## src/rtl/reg_file_sb.sv

```systemverilog
// Multi-read-port integer register file with same-cycle write bypass and a
// per-register pending-write scoreboard sitting between decode and writeback.
module reg_file_sb #(
    parameter int unsigned XLEN     = 32,
    parameter int unsigned NREGS    = 32,
    parameter int unsigned NREAD    = 2,
    parameter bit          BYPASS   = 1'b1,
    parameter bit          ZERO_REG = 1'b1,
    localparam int unsigned AW      = $clog2(NREGS),
    localparam int unsigned CW      = AW + 1
) (
    input  logic                  clock,
    input  logic                  resetn,
    input  logic [NREAD*AW-1:0]   rd_addr,
    output logic [NREAD*XLEN-1:0] rd_data,
    output logic [NREAD-1:0]      rd_busy,
    input  logic                  wr_en,
    input  logic [AW-1:0]         wr_addr,
    input  logic [XLEN-1:0]       wr_data,
    input  logic                  issue_en,
    input  logic [AW-1:0]         issue_rd,
    output logic                  issue_waw,
    output logic [CW-1:0]         pending_cnt
);

    logic [XLEN-1:0]  regs_q [NREGS];
    logic [NREGS-1:0] busy_q, busy_d;
    logic [CW-1:0]    cnt_q, cnt_d;
    logic             wr_ok, issue_ok, cnt_inc, cnt_dec;

    function automatic logic is_zero(input logic [AW-1:0] a);
        return ZERO_REG && (a == '0);
    endfunction

    // Scoreboard next state: a same-cycle issue overrides the write's clear.
    always_comb begin
        wr_ok    = wr_en && !is_zero(wr_addr);
        issue_ok = issue_en && !is_zero(issue_rd);
        busy_d   = busy_q;
        if (wr_ok) begin
            busy_d[wr_addr] = 1'b0;
        end
        if (issue_ok) begin
            busy_d[issue_rd] = 1'b1;
        end
        cnt_inc = issue_ok && !busy_q[issue_rd];
        cnt_dec = wr_ok && busy_q[wr_addr] && !(issue_ok && (issue_rd == wr_addr));
        cnt_d   = cnt_q + CW'(cnt_inc) - CW'(cnt_dec);
    end

    always_ff @(posedge clock) begin
        if (!resetn) begin
            busy_q <= '0;
            cnt_q  <= '0;
            for (int unsigned i = 0; i < NREGS; i++) begin
                regs_q[i] <= '0;
            end
        end else begin
            busy_q <= busy_d;
            cnt_q  <= cnt_d;
            if (wr_ok) begin
                regs_q[wr_addr] <= wr_data;
            end
        end
    end

    // Independent combinational read ports; register 0 check has final say.
    for (genvar k = 0; k < NREAD; k++) begin : g_rd
        logic [AW-1:0]   addr_c;
        logic [XLEN-1:0] data_c;
        logic            busy_c;

        assign addr_c = rd_addr[k*AW +: AW];

        always_comb begin
            data_c = regs_q[addr_c];
            busy_c = busy_q[addr_c];
            if (BYPASS && wr_en && (wr_addr == addr_c)) begin
                data_c = wr_data;
                busy_c = 1'b0;
            end
            if (is_zero(addr_c)) begin
                data_c = '0;
                busy_c = 1'b0;
            end
        end

        assign rd_data[k*XLEN +: XLEN] = data_c;
        assign rd_busy[k]              = busy_c;
    end

    assign issue_waw   = issue_en && busy_q[issue_rd] && !is_zero(issue_rd);
    assign pending_cnt = cnt_q;

endmodule

```

## config.mk

```make
export PLATFORM = sky130hd
export DESIGN_NAME = reg_file_sb
export DESIGN_NICKNAME = d
export VERILOG_FILES = /design/src/rtl/reg_file_sb.sv
export SDC_FILE = /design/constraint.sdc
export NUM_CORES = 2
export LEC_CHECK = 0
export BUFFER_PORTS_ARGS = -buffer_cell sky130_fd_sc_hd__buf_2
export CAP_MARGIN = 30
export CORE_MARGIN = 4
export CORE_UTILIZATION = 60
export DETAILED_ROUTE_END_ITERATION = 10
export HOLD_SLACK_MARGIN = 0.03
export PLACE_DENSITY = 0.81
export SLEW_MARGIN = 40
export SYNTH_ARGS = -nofsm -noshare
export SYNTH_HDL_FRONTEND = slang
export SYNTH_SLANG_ARGS = --single-unit
```

## constraint.sdc

```tcl
create_clock -name clock -period 9.3 [get_ports clock]
set_clock_uncertainty 0.1 [all_clocks]
set_input_delay 0.93 -clock clock [delete_from_list [all_inputs] [get_ports clock]]
set_output_delay 0.93 -clock clock [all_outputs]
set_load 0.05 [all_outputs]
```

# --- After elaboration in Yosys (flattened, before gate mapping) ---
# Memories as Yosys holds them, arrays and structs flattened.
# Cells that the tools add are included.
totals:
  reg_bits: 38
  mem_bits_rw: 1024
  input_bits: 56
  out_inout_bits: 73
  elab_cells: 67
  n_memories: 1
op_classes:
  addsub: 2
  n_lt_le_gt_ge: 6
  n_eq_ne: 3
  mux: 29
  n_bitwise: 3
  reduce_logical: 21
memory_table:
  columns: ["memory", "depth", "word_bits", "rd", "rd_clocked_by_memory_dff", "write_ports", "line_no", "rtl"]
  rows:
  - ["regs_q", 32, 32, 2, 0, 32, "26", "logic [XLEN-1:0] regs_q [NREGS];"]
op_table:
  columns: ["operator", "count"]
  rows:
  - ["32-bit 2-to-1 mux", 7]
  - ["32-bit AND", 1]
  - ["32-bit inverter", 1]
  - ["32-bit OR", 1]
  - ["32-bit OR reduction", 1]
  - ["5-bit by 6-bit < comparator with 1-bit output, second input constant", 4]
  - ["1-bit binary-select mux with 5-bit select", 4]
  - ["5-bit logical NOT", 4]
  - ["5-bit == test", 3]
  - ["1-bit 2-to-1 mux", 15]
  - ["1-bit logical AND", 12]
  - ["1-bit demux with 5-bit select", 2]
  - ["5-bit by 1-bit greater-or-equal comparator with 1-bit output, second input constant", 2]
  - ["6-bit by 1-bit adder with 6-bit output", 1]
  - ["6-bit by 1-bit subtractor with 6-bit output", 1]
  - ["5-bit 2-to-1 mux", 1]
  - ["1-bit logical NOT", 4]

# --- Logic depth before layout (Yosys ltp) ---
depth:
  word_depth: 9
  depth_mapped: 16
  ltp_nobuf: 14

# --- Least setup slack after synthesis ---
# OpenSTA, ideal clock, no wires.
synth_timing:
  kind: "input to register"
  from: "input port wr_addr[0]"
  to: "register busy_q[1]"
  setup_time_ps: 263
  arrival_ps: 4367
  required_ps: 8937
  setup_slack_ps: 4570
  path_stages: 6
  n_path_buf: 2
  path_cell_list: "buf_2 -> buf_2 -> nor2b_1 -> nand2_1 -> o21ai_0 -> o32ai_1"
synth_between:
  elab_chain_cells: 9
  elab_cells_between_ends: 13
  classes_between: "order compare (2); mux (4); bitwise (3); reduce/logical (4)"
synth_lines:
  columns: ["element", "line_no", "rtl"]
  rows:
  - ["start: declaration", "18", "input logic [AW-1:0] wr_addr,"]
  - ["5-bit by 6-bit < comparator with 1-bit output (not written as such) or 5-bit by 1-bit greater-or-equal comparator with 1-bit output (tied branches)", "41", "busy_d[wr_addr] = 1'b0;"]
  - ["1-bit logical AND (not written as such)", "41", null]
  - ["1-bit 2-to-1 mux (not written as such)", "41", null]
  - ["1-bit demux with 5-bit select", "41", null]
  - ["32-bit inverter (no source line)", null, null]
  - ["32-bit AND (no source line)", null, null]
  - ["32-bit 2-to-1 mux *", "40", "if (wr_ok) begin"]
  - ["32-bit OR (no source line)", null, null]
  - ["32-bit 2-to-1 mux *", "43", "if (issue_ok) begin"]
  - ["end signal: assignment", "59", "busy_q <= busy_d;"]
  - ["end: declaration", "27", "logic [NREGS-1:0] busy_q, busy_d;"]
# Mark *: on every way between the ends. The rest lies on a longest branch, timed or not.
# A chain may end at the register's enable or synchronous reset.

# --- Final worst setup path ---
layout_timing:
  from: "input port rd_addr[3]"
  to: "output port rd_data[11]"
layout_between:
  elab_chain_cells: 4
  elab_cells_between_ends: 6
  classes_between: "eq/ne (1); mux (2); reduce/logical (2); memory (1)"
layout_lines:
  columns: ["element", "line_no", "rtl"]
  rows:
  - ["start: declaration", "14", "input logic [NREAD*AW-1:0] rd_addr,"]
  - ["branches (longest 3 deep; another with memory read 32 x 32 bit)", null, null]
  - ["32-bit 2-to-1 mux *", "82", "if (is_zero(addr_c)) begin"]
  - ["end: declaration", "15", "output logic [NREAD*XLEN-1:0] rd_data,"]
# Every way passes the cells marked *.

==> flow_metrics.env <==
export IMPL_cpPeakStageDelay_ns=0.78
export IMPL_synth_area_leaders="edfxtp_1 53%, mux4_2 18%, and2_1 11%"
export IMPL_clock_sinks=1062
export IMPL_coreArea_sq_um=95200
export IMPL_cts_buffers=106
export IMPL_synthAdderAreaFrac_pct=0.165
export IMPL_synth_xor_area_share_pct=0.289
export IMPL_total_leakage_power_nw=21.9
export IMPL_die_h_microns=318
export IMPL_min_period_over_period_pct=61.8
export IMPL_cts_path_max_buffers=3
export IMPL_hold_ws_ns=0.412
export IMPL_grt_overflow=0
export IMPL_drc=0
export IMPL_final_util_pct=66.6
export IMPL_yosysSeqAreaShare_pct=54.7
export IMPL_cts_tree="yes"
export IMPL_cts_max_level=3
export IMPL_crit_path_end_kind="output pin"
export IMPL_crit_slowest_cell="clkinv_2"
export IMPL_synth_compound_area_share_pct=6.37
export IMPL_synthCells=3975
export IMPL_ys_seq_elements=1062
export IMPL_rows=113
export IMPL_path_class="primary input to output pin"
export IMPL_clockRootBuffer="clkbuf_16"
export IMPL_cts_resized=0
export IMPL_synthArstFlopShare_pct=0
export IMPL_cp_cell_sequence="buf_2, buf_4, clkinv_2, buf_4, mux2i_1, a2111oi_0, buf_4, a22o_1, buf_2"
export IMPL_drt_wl_total_microns=190000
export IMPL_first_pass_iters=6
export IMPL_antenna_found_initial=12
export IMPL_crit_arrival_ns=4.72
export IMPL_ant_nets=0
export IMPL_clkLatencyLatePin_ns=0.70
export IMPL_io_buffer_count=128
export IMPL_synth_top_area_share_pct=53.4
export IMPL_p_per_area_nw_per_um2=182
export IMPL_die_area_sq_um=101000
export IMPL_via_per_inst=7.42
export IMPL_syn_avg_cell_area_sq_um=14.5
export IMPL_status="finished clean"
export IMPL_drtIter0Drc=6742
export IMPL_nets=4006
export IMPL_synth_simple_area_share_pct=12.8
export IMPL_initial_core_util_pct=60.5
export IMPL_maxCapViolations=0
export IMPL_route_vias_total=39300
export IMPL_synth_top_family_by_area="multiplexers"
export IMPL_grt_setup_unrepaired="no"
export IMPL_ys_flop_type="edfxtp_1"
export IMPL_avgRoutedWirePerCell_microns=35.9
export IMPL_setup_viol=0
export IMPL_clk_pin_slew_worst_paths_ns=0.06
export IMPL_start_kind="primary input"
export IMPL_yosys_warnings=0
export IMPL_cp_required_ns=8.27
export IMPL_dpl_hpwl_microns=110000
export IMPL_final_hold_viol_count=0
export IMPL_postCtsSetupBuffers=0
export IMPL_slew_headroom_pct=34.3
export IMPL_worstPathMaxFanout=35
export IMPL_cp_common_cell="buf_4"
export IMPL_synthToLayoutAreaGrowth_pct=9.95
export IMPL_gp_congestion=0.963
export IMPL_setup_tns_ns=0
export IMPL_ios=129
export IMPL_muxShareOfSynthArea_pct=21.9
export IMPL_finalCriticalPeriod_ns=5.75
export IMPL_yosysTopAreaCell="edfxtp_1"
export IMPL_max_slew_worst_pin_slew_ns=0.985
export IMPL_syn_area_sq_um=57600
export IMPL_drv_slew=0
export IMPL_synth_distinct_cells=74
export IMPL_grt_pass1_wl_microns=270000
export IMPL_synth_edf_count=1024
export IMPL_grt_pass1_vias=39200
export IMPL_vdd_drop_max_mv=0.210
export IMPL_hold_buffers=0
export IMPL_track_usage_pct=37.0
export IMPL_dieWidth_microns=318
export IMPL_hp_class="register to register"
export IMPL_grt_max_degree=110
export IMPL_fmax_mhz=174
export IMPL_drive_gt1_share_pct=24.4
==> worst max-delay path: cells and delay by family <==
family | cells | cell delay [ns]
compound gates | 2 | 0.94
mux | 1 | 0.24
buf+inv | 6 | 2.55
==> routing by layer <==
metal | up-vias | wire (microns) | share of wire [%] | track usage [%]
met3 | 887 | 30000 | 16 | 14.2
met2 | 3750 | 83500 | 44 | 54.6
met4 | 8 | 15600 | 8.2 | 23.6
met1 | 19400 | 60700 | 32 | 46.1
li1 | 15300 | - | - | -
met5 | - | 135 | 0.071 | 0.898
==> final timing paths <==
| kind | from | to | slack (ns) | cells after the start |
|---|---|---|---|---|
| min | busy_q[3] | busy_q[3] | 0.41 | 2 |
| max | rd_addr[3] | rd_data[11] | 3.55 | 9 |
| min reg2reg | busy_q[3] | busy_q[3] | 0.41 | 2 |
| max reg2reg | busy_q[31] | pending_cnt[4] | 5.83 | 14 |
==> cell families (layout without fill, tap and decap cells) <==
logic type	count (synthesis)	count (layout)
simple gates	1232	1232
mux	683	683
compound gates	503	503
buf+inv	468	488
flops	1062	1062
other cells	1	39
xor+xnor	19	19
fa+ha+maj	7	7
==> power breakdown <==
| group | internal (W) | switching (W) |
|---|---|---|
| clock network | 0.00229 | 0.00184 |
| registers | 0.00552 | 0.000145 |
| logic | 0.000605 | 0.00111 |
==> area by class of cell <==
cell class / count / area (sq um)
antenna: 7 / 17.5
clock buffer: 139 / 2850
clock inverter: 52 / 410
fill: 6270 / 31800
inverter: 43 / 163
multi-input combinational: 2476 / 24700
sequential: 1062 / 31500
tap: 1265 / 1580
timing repair buffer: 254 / 2110
==> flip-flops by register name, summed over array words and instances, names as in the netlist <==
register,cells
busy_q,32
pending_cnt,6
regs_q,1024
==> metrics by stage <==
step	worst slack, ns	cell area [sq um]	total power [W]	instances
6_report	3.55	63300	0.0115	5298
5_1_grt	3.51	63300	0.0118	5291
4_1_cts	3.73	63200	0.0114	5285
3_5_place_dp	3.73	59900	0.00739	5094
3_3_place_gp	3.77	59300	0.00734	5065
2_1_floorplan	4.57	57700	0.00682	4006
==> cell usage in the layout (no fill, tap or decap), types with 31 or more instances in the layout <==
master and count:
a22oi_1 47, buf_2 120, and2_1 999, o22ai_1 93, a21oi_1 40, edfxtp_1 1024, conb_1 32, clkbuf_16 108
a22o_1 50, dfxtp_1 38, mux2i_1 196, nand2_1 86, a211oi_1 53, mux4_2 459, buf_4 88, inv_1 41
o21ai_0 38, o21ai_4 31
==> cell usage after synthesis (7+ instances only) <==
library cell,n
a32o_1,16
nand2_1,88
o2111ai_1,10
o21ai_0,71
buf_2,79
clkbuf_1,280
nand4_1,8
a22o_1,50
mux2i_1,196
a22oi_1,47
a221oi_1,18
nand3b_1,8
a21oi_1,40
a2111oi_0,12
nor2b_1,15
mux2_2,22
o221ai_1,20
xnor2_1,11
mux4_2,459
dfxtp_1,38
o211ai_1,18
xor2_1,8
buf_6,33
and2_1,999
nand3_1,25
a221o_1,14
o22a_1,7
o22ai_1,93
inv_1,42
nor2_1,51
a211oi_1,55
buf_1,12
edfxtp_1,1024
buf_4,20
Power figures use the tool's default switching activity.
